**config.mk**
```make
export PLATFORM = sky130hd
export DESIGN_NAME = swd_host_ctrl
export DESIGN_NICKNAME = d
export VERILOG_FILES = /design/src/rtl/swd_host_ctrl.sv
export SDC_FILE = /design/constraint.sdc
export NUM_CORES = 1
export LEC_CHECK = 0
export ABC_AREA = 1
export CAP_MARGIN = 30
export CORE_MARGIN = 5
export CORE_UTILIZATION = 25
export CTS_BUF_LIST = sky130_fd_sc_hd__clkbuf_4 sky130_fd_sc_hd__clkbuf_8
export CTS_CLUSTER_DIAMETER = 80
export DETAILED_ROUTE_END_ITERATION = 6
export PLACE_DENSITY_LB_ADDON = 0.1
export SYNTH_ARGS = -nofsm -noshare
export SYNTH_HDL_FRONTEND = slang
export SYNTH_SLANG_ARGS = --single-unit
export TNS_END_PERCENT = 5
```
**constraint.sdc**
```tcl
create_clock -name HCLK -period 4.4 [get_ports HCLK]
set_input_delay 0.88 -clock HCLK [delete_from_list [all_inputs] [get_ports HCLK]]
set_output_delay 0.88 -clock HCLK [all_outputs]
set_load 0.005 [all_outputs]
```
**src/rtl/swd_host_ctrl.sv**
```systemverilog
// SWD host initiator: runs one DP/AP request packet (or, with SWD_LINE_RESET_EN
// defined, a line-reset sequence) on SWCLK/SWDO/SWDOEN and returns ACK/read data.
module swd_host_ctrl #(
  parameter int CLK_DIV  = 4,
  parameter int IDLE_CYC = 8
) (
  input  logic        HCLK,
  input  logic        HRESET,
  input  logic        cmd_valid,
  output logic        cmd_ready,
  input  logic        cmd_apndp,
  input  logic        cmd_rnw,
  input  logic [1:0]  cmd_addr,
  input  logic [31:0] cmd_wdata,
  input  logic        cmd_line_reset,
  output logic        rsp_valid,
  output logic [2:0]  rsp_ack,
  output logic [31:0] rsp_rdata,
  output logic        rsp_parity_err,
  output logic        SWCLK,
  output logic        SWDO,
  output logic        SWDOEN,
  input  logic        SWDI
);

  localparam int DW = $clog2(CLK_DIV);
  localparam logic [DW-1:0] DIV_LAST = DW'(CLK_DIV - 1);
  localparam logic [2:0] ACK_OK = 3'b001;

  typedef enum logic [3:0] {
    S_IDLE, S_REQ, S_TRN1, S_ACK, S_RDATA, S_TRN2, S_WDATA, S_TAIL
`ifdef SWD_LINE_RESET_EN
    , S_LRST
`endif
  } state_e;

  localparam state_e TAIL_NEXT = (IDLE_CYC == 0) ? S_IDLE : S_TAIL;

  state_e      state_q, state_d;
  logic [5:0]  bit_q, bit_d;
  logic [DW-1:0] div_q, div_d;
  logic        swclk_q, swclk_d, swdo_q, swdo_d, swdoen_q, swdoen_d;
  logic        ready_q, ready_d;
  logic        apndp_q, apndp_d, rnw_q, rnw_d;
  logic [1:0]  addr_q, addr_d;
  logic [31:0] data_q, data_d;
  logic [2:0]  ack_q, ack_d;
  logic        perr_q, perr_d;
  logic        rsp_valid_q, rsp_valid_d, rsp_perr_q, rsp_perr_d;
  logic [2:0]  rsp_ack_q, rsp_ack_d;
  logic [31:0] rsp_rdata_q, rsp_rdata_d;
  logic        accept, phase_end, bit_end;
  logic [2:0]  ack_now;
  logic [7:0]  req_vec;

`ifndef SWD_LINE_RESET_EN
  logic unused_line_reset;
  assign unused_line_reset = cmd_line_reset;
`endif

  always_comb begin
    state_d     = state_q;
    bit_d       = bit_q;
    div_d       = div_q;
    swclk_d     = swclk_q;
    swdo_d      = swdo_q;
    swdoen_d    = swdoen_q;
    apndp_d     = apndp_q;
    rnw_d       = rnw_q;
    addr_d      = addr_q;
    data_d      = data_q;
    ack_d       = ack_q;
    perr_d      = perr_q;
    rsp_valid_d = 1'b0;
    rsp_ack_d   = rsp_ack_q;
    rsp_rdata_d = rsp_rdata_q;
    rsp_perr_d  = rsp_perr_q;
    accept      = ready_q && cmd_valid && (state_q == S_IDLE);
    phase_end   = (div_q == DIV_LAST);
    bit_end     = swclk_q && phase_end;
    ack_now     = {SWDI, ack_q[2:1]};

    if (state_q == S_IDLE) begin
      if (accept) begin
        apndp_d = cmd_apndp;
        rnw_d   = cmd_rnw;
        addr_d  = cmd_addr;
        data_d  = cmd_wdata;
        ack_d   = 3'b000;
        perr_d  = 1'b0;
        bit_d   = 6'd0;
        div_d   = '0;
        swclk_d = 1'b0;
        state_d = S_REQ;
`ifdef SWD_LINE_RESET_EN
        if (cmd_line_reset) state_d = S_LRST;
`endif
      end
    end else begin
      div_d = phase_end ? '0 : div_q + 1'b1;
      if (phase_end) swclk_d = ~swclk_q;
      // All bit-level decisions happen on the final HCLK of the high phase,
      // which is also where SWDI is sampled.
      if (bit_end) begin
        bit_d = bit_q + 6'd1;
        case (state_q)
          S_REQ: if (bit_q == 6'd7) begin state_d = S_TRN1; bit_d = 6'd0; end
          S_TRN1: begin state_d = S_ACK; bit_d = 6'd0; end
          S_ACK: begin
            ack_d = ack_now;
            if (bit_q == 6'd2) begin
              bit_d   = 6'd0;
              state_d = (ack_now == ACK_OK && rnw_q) ? S_RDATA : S_TRN2;
            end
          end
          S_RDATA: begin
            if (bit_q < 6'd32) begin
              data_d = {SWDI, data_q[31:1]};
            end else begin
              perr_d  = SWDI ^ (^data_q);
              state_d = S_TRN2;
              bit_d   = 6'd0;
            end
          end
          S_TRN2: begin
            bit_d   = 6'd0;
            state_d = (ack_q == ACK_OK && !rnw_q) ? S_WDATA : TAIL_NEXT;
          end
          S_WDATA: if (bit_q == 6'd32) begin state_d = TAIL_NEXT; bit_d = 6'd0; end
          S_TAIL: if (bit_q == 6'(IDLE_CYC - 1)) begin state_d = S_IDLE; bit_d = 6'd0; end
`ifdef SWD_LINE_RESET_EN
          S_LRST: if (bit_q == 6'd53) begin state_d = S_IDLE; bit_d = 6'd0; end
`endif
          default: begin state_d = S_IDLE; bit_d = 6'd0; end
        endcase
      end
    end

    // Request bits, LSB first: start, APnDP, RnW, A2, A3, parity, stop, park.
    req_vec = {1'b1, 1'b0, apndp_d ^ rnw_d ^ addr_d[0] ^ addr_d[1],
               addr_d[1], addr_d[0], rnw_d, apndp_d, 1'b1};

    if (accept || bit_end) begin
      swdo_d   = 1'b0;
      swdoen_d = 1'b1;
      case (state_d)
        S_REQ:                 swdo_d = req_vec[bit_d[2:0]];
        S_TRN1, S_ACK, S_RDATA: swdoen_d = 1'b0;
        S_WDATA:               swdo_d = (bit_d == 6'd32) ? ^data_d : data_d[bit_d[4:0]];
`ifdef SWD_LINE_RESET_EN
        S_LRST:                swdo_d = (bit_d < 6'd52);
`endif
        default: ;
      endcase
    end

    if (state_q != S_IDLE && state_d == S_IDLE) begin
      rsp_valid_d = 1'b1;
      rsp_ack_d   = ack_q;
      rsp_rdata_d = (rnw_q && ack_q == ACK_OK) ? data_q : 32'd0;
      rsp_perr_d  = perr_q;
    end
    ready_d = (state_d == S_IDLE);
  end

  always_ff @(posedge HCLK) begin
    if (HRESET) begin
      state_q     <= S_IDLE;
      bit_q       <= 6'd0;
      div_q       <= '0;
      swclk_q     <= 1'b0;
      swdo_q      <= 1'b0;
      swdoen_q    <= 1'b1;
      ready_q     <= 1'b0;
      apndp_q     <= 1'b0;
      rnw_q       <= 1'b0;
      addr_q      <= 2'd0;
      data_q      <= 32'd0;
      ack_q       <= 3'd0;
      perr_q      <= 1'b0;
      rsp_valid_q <= 1'b0;
      rsp_ack_q   <= 3'd0;
      rsp_rdata_q <= 32'd0;
      rsp_perr_q  <= 1'b0;
    end else begin
      state_q     <= state_d;
      bit_q       <= bit_d;
      div_q       <= div_d;
      swclk_q     <= swclk_d;
      swdo_q      <= swdo_d;
      swdoen_q    <= swdoen_d;
      ready_q     <= ready_d;
      apndp_q     <= apndp_d;
      rnw_q       <= rnw_d;
      addr_q      <= addr_d;
      data_q      <= data_d;
      ack_q       <= ack_d;
      perr_q      <= perr_d;
      rsp_valid_q <= rsp_valid_d;
      rsp_ack_q   <= rsp_ack_d;
      rsp_rdata_q <= rsp_rdata_d;
      rsp_perr_q  <= rsp_perr_d;
    end
  end

  assign cmd_ready      = ready_q;
  assign rsp_valid      = rsp_valid_q;
  assign rsp_ack        = rsp_ack_q;
  assign rsp_rdata      = rsp_rdata_q;
  assign rsp_parity_err = rsp_perr_q;
  assign SWCLK          = swclk_q;
  assign SWDO           = swdo_q;
  assign SWDOEN         = swdoen_q;

endmodule

```
=== Word-level counts from Yosys, hierarchy flattened ===
Cells that the tools add are included.
Widths: inputs -> output; s select.

* Word-level logic and storage cells: 124
* Input port bits: 41
* Output and inout bits: 41
* Bits in registers: 93

* Reductions and logical operators: 23
* $lt $le $gt $ge: 3
* Mux-type cells: 53
* Add/sub/neg operators: 2
* Eq/ne operators: 21
* Bitwise gates (word level): 5

{| class="wikitable"
|+ Operators by type and width
! kind !! number
|-
| $mux 32 || 6
|-
| $reduce_xor 32->1 || 2
|-
| $mux 6 || 7
|-
| $mux 4 || 8
|-
| $pmux 4 s7 || 1
|-
| $eq 4x3->1 const B || 6
|-
| $pmux 6 s4 || 1
|-
| $mux 1 || 18
|-
| $eq 4x2->1 const B || 4
|-
| $eq 6x6->1 const B || 2
|-
| $mux 3 || 4
|-
| $mux 2 || 5
|-
| $eq 4x1->1 const B || 2
|-
| $logic_not 4->1 || 2
|-
| $reduce_bool 2->1 || 4
|-
| $logic_and 1x1->1 || 7
|-
| $add 6x1->6 const B || 1
|-
| $eq 3x1->1 const B || 2
|-
| $eq 6x2->1 const B || 1
|-
| $eq 6x3->1 const B || 1
|-
| $lt 5x6->1 const B || 1
|-
| $lt 6x6->1 const B || 1
|-
| $bmux 1 s5 || 1
|-
| $lt 3x4->1 const B || 1
|-
| other kinds (15) || 19
|}

=== Depth between registers and ports, before layout ===
* Word-level depth: 10
* Depth in mapped cells: 23
* Depth with buffers taken out: 22

=== Worst setup path before layout ===
No wires, ideal clock.

* Path type: input-to-reg
* Start: input cmd_valid
* End: register swdo_q (netlist: SWDO)
* Data required time: 4.330 ns
* Cell stages on the path: 20
* Setup slack: 1.867 ns
* Arrival time: 2.463 ns
* Setup time: 0.070 ns
* Buffers on the path: 1
* Cell sequence: nand2_1 -> inv_1 -> nand2_8 -> inv_4 -> buf_6 -> a21oi_1 -> nand2_1 -> xnor2_1 -> nand2_1 -> nand2_1 -> nand2_1 -> nand2_1 -> nand2_1 -> nand2_1 -> inv_1 -> nand2_1 -> nand3_1 -> nand2_1 -> nand2_1 -> a21oi_1

* Word-level cells in the longest chain between the ends: 10
* Elaborated cells between the ends (all ways): 28
* Those cells by class: 3 x eq/ne; 18 x mux; 3 x bitwise; 4 x reduce/logical

{| class="wikitable"
|+ Ends and longest elaborated chain
! item !! RTL line !! text
|-
| from (decl) || 9 || <nowiki>input logic cmd_valid,</nowiki>
|-
| $logic_and 1x1->1 (*) (2 in a row) || 78 || <nowiki>accept = ready_q && cmd_valid && (state_q == S_IDLE);</nowiki>
|-
| $mux 1 || 84 || <nowiki>if (accept) begin</nowiki>
|-
| $mux 1 || 83 || <nowiki>if (state_q == S_IDLE) begin</nowiki>
|-
| $xor 1x1->1 (3 in a row) || 140 || <nowiki>req_vec = {1'b1, 1'b0, apndp_d ^ rnw_d ^ addr_d[0] ^ addr_d[1],</nowiki>
|-
| $bmux 1 s3 || 147 || <nowiki>S_REQ: swdo_d = req_vec[bit_d[2:0]];</nowiki>
|-
| $mux 1 (implied by the code) || 147 ||
|-
| $pmux 1 s2 || 146 || <nowiki>case (state_d)</nowiki>
|-
| to (signal assigned) || 190 || <nowiki>swdo_q <= swdo_d;</nowiki>
|-
| to (decl) || 42 || <nowiki>logic swclk_q, swclk_d, swdo_q, swdo_d, swdoen_q, swdoen_d;</nowiki>
|}

Mark *: on every way between the ends. The rest lies on a longest branch, timed or not. The select of a mux whose other input is x is not followed.
A chain may end at the register's enable or synchronous reset.

=== Final worst setup path ===
Same ends and word-level chain as after synthesis.

==> impl_metrics.tcl <==
set metrics [dict create \
    synthAdderAreaFrac 0.009990 \
    cts_inserted_buffers 9 \
    final_net_count 1124 \
    h-tree-depth 3 \
    fill_cells 2811 \
    seq_area_frac_synth 0.2973 \
    synth_most_common_cell "nand2_1" \
    whs_ns 0.4474 \
    die_h_um 168.3 \
    antenna_found_initial 0 \
    synth_common_cells "328 x nand2_1, 116 x nor2_1, 113 x inv_1" \
    dieArea_um2 28310 \
    syn_inst 1020 \
    cts_tree "yes" \
    synth_top_area_cell "dfxtp_1" \
    ys_types 45 \
    diodes 0 \
    r2r_slack_ns 1.15 \
    worstPathArrival_ns 3.69 \
    powerDensity_nw_per_um2 280.5 \
    grt_remaining_overflow 0 \
    drt-initial-drc-count 476 \
    via_per_inst 4.592 \
    io_pins 82 \
    ant_nets 0 \
    register_area_um2 1862 \
    routabilityCongestion 0.8449 \
    clock_sinks 93 \
    core.rowCount 58 \
    relSlewSlack 0.4690 \
    cp.required_ns 4.71 \
    rr_worst_depth 20 \
    synth_mux_area_frac 0.003197 \
    finalHoldViolations 0 \
    multiInputGateArea_um2 3709 \
    wire_per_inst_um 15.26 \
    min_period_ns 3.385 \
    r2r-start "state_q[1]" \
    dp_cells 1397 \
    worstSetupEndpointType "register" \
    period_share 0.7693 \
    pre_cts_slack_ns 0.6048 \
    grt_setup_unrepaired "no" \
    initial_core_util 0.2516 \
    yosysTopAreaCellShare 0.2973 \
    core_um2 24890 \
    ys_warn_count 0 \
    root_buffer "clkbuf_8" \
    leakage_nw 3.264 \
    clock.fmax_mhz 295.4 \
    instances_no_fill 1413 \
    critPathLaunchType "input pin" \
    finalSetupViolations 0 \
    slew_viol_final 0 \
    clkTransAtPathRegs_ns 0.09 \
    drc 0 \
    max_cap_violations 0 \
    cts_max_path_buffers 2 \
    grt_pass1_wl_um 33640 \
    synth_compound_area_frac 0.1181 \
    synth_flop_cell "dfxtp_1" \
    drt-pass1-iter-count 5 \
    skew_ns 0.01499 \
    async_flop_share 0 \
    synthXorXnorAreaFrac 0.04895 \
    track_usage 0.1492 \
    postCtsResizedCells 0 \
    synth_top_family_by_area "simple AND/OR/NAND/NOR gates" \
    hold_buffers 0 \
    yosys.area_share.simple 0.4110 \
    synth_edf_count 0 \
    dp_hpwl_um 16060 \
    crit_end "SWDO" \
    setup.worst_path.class "in2reg" \
    synth.area.top_cells "dfxtp_1 30%, nand2_1 20%, nor2_1 7.0%, inv_1 6.8%, nand3_1 6.2%" \
    clkLatencyLatePin_ns 0.38 \
    grt_max_degree 65 \
    grt_pass1_vias 6002 \
    fin_ws_ns 1.015 \
    hp-class "reg2reg" \
    worstMarginPinSlew_ns 0.7965 \
    fp.dieW_um 168.3 \
    avgSynthCellArea_um2 6.139 \
    portBuffers 80 \
    wl_um 21560 \
    synthToLayoutAreaGrowth_pct 20.26 \
    max-vdd-ir-drop_uv 160.3 \
    finalSetupTns_ns 0 \
    p_total_mw 2.113 \
    crit_start "cmd_valid" \
    r2r-end "SWDO" \
    vias 6488 \
    ys_seq_elements 93 \
    synthesis.area_um2 6262 \
    cp_max_fo 26 \
    drive_gt1_frac 0.05817 \
    outcome "finished clean" \
    syn_nets 1066 \
    cts_setup_buffers 0 \
]
-- worst min path at each step --
stage               slack (ns)  cells after the start             end           start
finish                    0.45                      2      rsp_ack[1]      rsp_ack[1]
global route              0.47                      2      rsp_ack[0]      rsp_ack[0]
CTS                       0.45                      2      rsp_ack[1]      rsp_ack[1]
detailed placement        0.44                      2      rsp_ack[1]      rsp_ack[1]
global placement          0.43                      2  rsp_parity_err  rsp_parity_err
floorplan                 0.44                      2      rsp_ack[0]      rsp_ack[0]
-- flip-flops by register name, indices dropped and copies added, names as in the netlist, 2 cells and up --
signal     cells
addr_q         2
rsp_rdata     32
state_q        4
bit_q          6
rsp_ack        3
ack_q          3
data_q        32
div_q          2
-- through the flow --
stage	utilization	instance area, um^2
final	0.3026	7531
after floorplan	-	6262
after global routing	0.3026	7531
after detailed placement	0.2944	7327
after CTS	0.3026	7531
after global placement	0.2944	7327
-- kinds of logic after synthesis --
logic type,count (synthesis)
and+or+nand+nor,593
DFF,93
adders and majority gates,5
buffers and inverters,166
xor gates and xnor gates,35
AOI/OAI and AO/OA,126
muxes,2
-- cell usage in the layout, fill, tap and decap left out, drive strengths merged, types with 5 or more instances in the layout --
| cell | count |
|---|---|
| clkbuf | 11 |
| xnor2 | 29 |
| a22oi | 12 |
| nor3 | 7 |
| o21ai | 32 |
| buf | 12 |
| clkdlybuf4s50 | 79 |
| nand4 | 23 |
| dfxtp | 93 |
| a21oi | 63 |
| xor2 | 6 |
| nand3 | 79 |
| nand3b | 23 |
| nor2 | 124 |
| ha | 5 |
| inv | 123 |
| nand2 | 335 |
| o211ai | 9 |
-- where the power goes --
group,internal (mW),switching [mW],total (mW),leakage [nW]
Clock,0.286,0.339,0.626,0.0994
Combinational,0.216,0.368,0.584,2.41
Sequential,0.870,0.0332,0.903,0.754
-- final cells by class --
type	instances	share of cell area
inverter	122	0.06180
timing repair buffer	91	0.1166
multi-input combinational	761	0.4924
clock inverter	5	0.007809
sequential	93	0.2472
clock buffer	11	0.01927
tap	330	0.05483
-- worst max-delay path, stage by stage --
cell and delay, ns:
clkdlybuf4s50_1 0.51, nand2_1 0.12, inv_1 0.19, nand2_8 0.17
inv_4 0.34, a21oi_1 0.12, nand2_1 0.14, xnor2_1 0.19
nand2_1 0.09, nand2_1 0.10, nand2_1 0.06, nand2_1 0.05
nand2_1 0.04, nand2_1 0.12, inv_1 0.06, nand2_1 0.05
nand3_1 0.07, nand2_1 0.16, nand2_1 0.09, a21oi_1 0.12
-- metal layers --
metal  global-route usage  vias to the layer above  wire [um]
met1               0.2227                     2928      11100
met3              0.01972                       24        998
met2               0.2205                      171       9014
met4              0.04869                        0        446
li1                     -                     3365          -
met5                    0                        -          0
No activity file was read; power rests on OpenSTA's default activity.
==> RTL change 1, RTL diff (same settings) <==
`CLK_DIV`: 4 -> 2.
--- a/src/rtl/swd_host_ctrl.sv
+++ b/src/rtl/swd_host_ctrl.sv
@@ -1,7 +1,7 @@
 // SWD host initiator: runs one DP/AP request packet (or, with SWD_LINE_RESET_EN
 // defined, a line-reset sequence) on SWCLK/SWDO/SWDOEN and returns ACK/read data.
 module swd_host_ctrl #(
-  parameter int CLK_DIV  = 4,
+  parameter int CLK_DIV  = 2,
   parameter int IDLE_CYC = 8
 ) (
   input  logic        HCLK,
Formal check against the unedited RTL: not equivalent (Yosys sat finds a counterexample within 10 cycles, from zero or initial values and one cycle with HRESET high).
==> RTL change 1 against the original RTL <==
  * Design area is 0.33% higher
  * Wire length grew 1.1%
  * Combinational power up 17%
  * First-iteration DRC count decreased by 18%
  * Critical path type unchanged
  * Total power up 4.8%
  * Area after synthesis up 0.50%
  * Worst setup slack got worse by 47 ps
  * Largest power group unchanged
  * Sequential cell count shrank 1
  * Clock skew shrank 4.0 ps
  * Core utilization about the same
==> RTL change 1: results (changes against the original RTL) <==
Dominant synthesized flop cell -> dfxtp_1
Outcome -> finished, final reports clean
Wire per inst -> 15.37 µm (+0.72%)
Seq pwr -> 899 µW (-0.4%)
Post-Syn Nets -> 1067 (+0.094%)
Crit path DAT -> 3750 ps (+60 ps)
Avg Inst Size Synth -> 6.158 µm² (+0.30%)
Origin of the worst min-delay path -> rsp_ack[2]
Leakage power -> 0.003304 µW (+1.2%)
Worst path slowest cell -> inv_2
Clock Power Share -> 28.5% (-1.1 points)
Dpl ws -> 578.9 ps (-25.82 ps)
Max FO, Critical Path -> 21 (-19%)
Post-synth top cells -> nand2_1, nor2_1, dfxtp_1
Largest net degree at the start of global routing -> 71 (+9.2%)
Filler instances -> 2863 (+1.8%)
Reg-to-reg startpoint -> state_q[0]
GRT Util Overall -> 15.31% (+0.39 points)
First-pass GRT wire length -> 34560 µm (+2.7%)
Post-synthesis mux area share -> 0.3181% (-0.0016 points)
Clk_skew -> 11.01 ps (-3.976 ps)
Layout cells sized above 1 -> 10.20% (+4.4 points)
P_clk -> 631 µW (+0.8%)
Vias in the first global route -> 5991 (-0.18%)
Fin cells -> 1418 (+0.35%)
WHS -> 451.1 ps (+3.680 ps)
Vias post-DR -> 6330 (-2.4%)
VDD IR max -> 0.0001080 V (-33%)
Post-synthesis adder-cell area fraction -> 0.7952% (-0.20 points)
R2R setup slack -> 1230 ps (+80 ps)
Num CTS Buffers -> 9 (unchanged)
Seq/Total Area, Yosys -> 29.26% (-0.47 points)
DRT iter0 DRCs -> 390 (-18%)
Yosys cell types -> 46 (+2.2%)
Clock Pin Slew Worst Setup and Hold Paths -> 100 ps
Area after DPL -> 7358 µm² (+0.43%)
Synth Area in XOR/XNOR -> 4.592% (-0.30 points)
Hold endpoint -> rsp_ack[2]
Setup ws final -> 967.7 ps (-47.17 ps)
Sw Ratio -> 36.87% (+1.8 points)
Placer congestion estimate -> 0.8577 (+1.5%)
Synth Area in Compound Gates -> 11.27% (-0.54 points)
Crit-path max cell delay -> 560 ps (+50 ps)
DP Wirelength -> 16260 µm (+1.2%)
Ranking of synthesized cells by area -> dfxtp_1, nand2_1, nor2_1, nand3_1, inv_1
Slew @ Worst Pin -> 843.6 ps (+47.11 ps)
Worst r2r path cells -> 22 (+10%)
-- RTL change 1: area by class of cell --
class | instances | area [µm²] | share of cell area [%]
flip-flops and latches | 92 | 1842 | 24.37
well taps | 330 | 412.9 | 5.464
inverters | 127 | 479.2 | 6.342
repair buffers | 95 | 908.4 | 12.02
clock buffers | 10 | 137.6 | 1.821
clock inverters | 5 | 60.06 | 0.7948
multi-input cells | 759 | 3716 | 49.18
-- RTL change 1: routing by layer --
layer / vias up / part of all wire (%) / global-route usage [%] / wire, µm
li1: 3371 / - / - / -
met1: 2823 / 53 / 23.02 / 11530
met2: 116 / 42 / 22.99 / 9190
met3: 20 / 3.4 / 1.868 / 730
met4: 0 / 1.6 / 4.164 / 342
met5: - / 0 / 0 / 0
-- RTL change 1: critical path: cells and delay by family --
kind	cells	cell delay [ps]
AO/OA/AOI/OAI	2	270
buffers and inverters	4	1260
AND/OR/NAND/NOR	15	1360
==> RTL change 2, RTL diff (same flow settings) <==
Made on the original files. Register the input `SWDI` before use, cleared by the reset. The logic sees it one clock later. The other inputs are not delayed to match.
--- a/src/rtl/swd_host_ctrl.sv
+++ b/src/rtl/swd_host_ctrl.sv
@@ -36,6 +36,16 @@
 
   localparam state_e TAIL_NEXT = (IDLE_CYC == 0) ? S_IDLE : S_TAIL;
 
+  logic SWDI_q;
+
+  always_ff @(posedge HCLK) begin
+    if (HRESET) begin
+      SWDI_q <= '0;
+    end else begin
+      SWDI_q <= SWDI;
+    end
+  end
+
   state_e      state_q, state_d;
   logic [5:0]  bit_q, bit_d;
   logic [DW-1:0] div_q, div_d;
@@ -78,7 +88,7 @@
     accept      = ready_q && cmd_valid && (state_q == S_IDLE);
     phase_end   = (div_q == DIV_LAST);
     bit_end     = swclk_q && phase_end;
-    ack_now     = {SWDI, ack_q[2:1]};
+    ack_now     = {SWDI_q, ack_q[2:1]};
 
     if (state_q == S_IDLE) begin
       if (accept) begin
@@ -115,9 +125,9 @@
           end
           S_RDATA: begin
             if (bit_q < 6'd32) begin
-              data_d = {SWDI, data_q[31:1]};
+              data_d = {SWDI_q, data_q[31:1]};
             end else begin
-              perr_d  = SWDI ^ (^data_q);
+              perr_d  = SWDI_q ^ (^data_q);
               state_d = S_TRN2;
               bit_d   = 6'd0;
             end
Function: same outputs for any inputs over 10 cycles, from zero or initial values and one cycle with HRESET high; that may be too few to reach the edited logic, so the function may still have changed.
==> RTL change 2 against the original RTL <==
  * Critical path depth unchanged
  * Area after synthesis fell by 1.8%
  * Highest routed layer unchanged
  * Worst setup slack improved by 250 ps
  * Sequential power grew 1%
  * Sequential cell count up 1
  * Design area shrank 0.27%
  * Critical endpoint unchanged
  * Total power up 3.9%
  * Wire length decreased by 3.8%
==> RTL change 2: results (changes against the original RTL) <==
Outcome -> finished, final reports clean
GRT Util Overall -> 14.90% (-0.015 points)
Vias in the first global route -> 5985 (-0.28%)
Wire per inst -> 14.84 µm (-2.8%)
Post-Syn Nets -> 1051 (-1.4%)
Clk Latency, worst-skew pair -> 380 ps (about the same)
Max FO, Critical Path -> 10 (-62%)
Yosys cell types -> 43 (-4.4%)
Final Max Tran Viols -> 0 (unchanged)
VDD IR max -> 0.0001714 V (+6.9%)
Filler instances -> 2765 (-1.6%)
Crit-path max cell delay -> 480 ps (-30 ps)
Vias per cell -> 4.482 (-2.4%)
Worst path slowest cell -> nor2_2
Dpl ws -> 840.7 ps (+235.9 ps)
Reg-to-reg startpoint -> state_q[3]
Slew @ Worst Pin -> 625.7 ps (-170.7 ps)
Ranking of synthesized cells by area -> dfxtp_1, nand2_1, nor2_1, nand3_1, a21oi_1
Num CTS Buffers -> 9 (unchanged)
Leakage power -> 0.003289 µW (+0.75%)
DP Wirelength -> 15870 µm (-1.2%)
Clk_skew -> 10.20 ps (-4.785 ps)
Largest net degree at the start of global routing -> 53 (-18%)
Post-synth top cells -> nand2_1, nor2_1, dfxtp_1
R2R setup slack -> 1370 ps (+220 ps)
# port buffers -> 80 (unchanged)
Seq/Total Area, Yosys -> 30.59% (+0.86 points)
First-pass GRT wire length -> 33420 µm (-0.64%)
Layout cells sized above 1 -> 7.356% (+1.5 points)
Placer congestion estimate -> 0.8594 (+1.7%)
-- RTL change 2: cell count changes in the layout (fill, tap and decap cells not counted), moves of 4 or more --
| cell | before | now |
|---|---|---|
| a21oi_1 | 58 | 69 |
| a21oi_2 | 5 | 1 |
| inv_1 | 113 | 91 |
| inv_2 | 7 | 23 |
| nand3_1 | 77 | 82 |
| nand4_1 | 23 | 11 |
| nor2_1 | 116 | 110 |
| nor3_1 | 6 | 2 |
| o211ai_1 | 9 | 4 |
| o21ai_0 | 25 | 31 |
-- RTL change 2: per-stage QoR --
| stage | instances | util (%) | cell area, µm² | hold WS, ps | power (µW) |
|---|---|---|---|---|---|
| 2_1_floorplan | 1005 | - | 6152 | 439.7 | 1350 |
| 3_3_place_gp | 1382 | 30.03 | 7282 | 435.7 | 1525 |
| 3_5_place_dp | 1382 | 30.03 | 7282 | 437.8 | 1528 |
| 4_1_cts | 1398 | 30.98 | 7511 | 453.0 | 2233 |
| 5_1_grt | 1398 | 30.98 | 7511 | 468.4 | 2338 |
| 6_report | 1398 | 30.98 | 7511 | 450.9 | 2194 |
-- RTL change 2: layout make-up --
cell class / instances / area, µm² / area share, %
well taps: 324 / 405.4 / 5.397
clock inverters: 6 / 91.34 / 1.216
flip-flops and latches: 94 / 1882 / 25.05
clock buffers: 10 / 137.6 / 1.832
inverters: 115 / 434.2 / 5.780
repair buffers: 94 / 925.9 / 12.33
multi-input cells: 755 / 3635 / 48.39
-- RTL change 2: worst max path at each step --
stage	endpoint	slack, ps	cells after the start
4_1_cts	SWDO	1250	20
3_3_place_gp	SWDO	850	24
6_report	SWDO	1260	20
2_1_floorplan	SWDO	1850	17
3_5_place_dp	SWDO	840	20
5_1_grt	SWDO	1010	20
-- RTL change 2: logic make-up after synthesis --
group                      Yosys count  share of synthesized area, %
AOI/OAI and AO/OA                  133                         12.00
DFF                                 94                         30.59
adders and majority gates            5                         1.017
muxes                                2                        0.3254
and+or+nand+nor                    580                         40.63
xor gates and xnor gates            35                         4.983
buffers and inverters              156                         10.45
-- RTL change 2: layer usage --
| layer | vias to the layer above | global-route usage, % | wire length [µm] |
|---|---|---|---|
| met2 | 108 | 22.63 | 8803 |
| met3 | 12 | 2.749 | 763 |
| met4 | 0 | 3.415 | 249 |
| li1 | 3311 | - | - |
| met1 | 2835 | 21.89 | 10920 |
| met5 | - | 0 | 0 |
-- RTL change 2: power by group --
part           internal [µW]  switching (µW)  total (µW)
clock                    340             351         691
combinational            225             364         590
sequential               879            34.4         913
total                   1440             750        2190
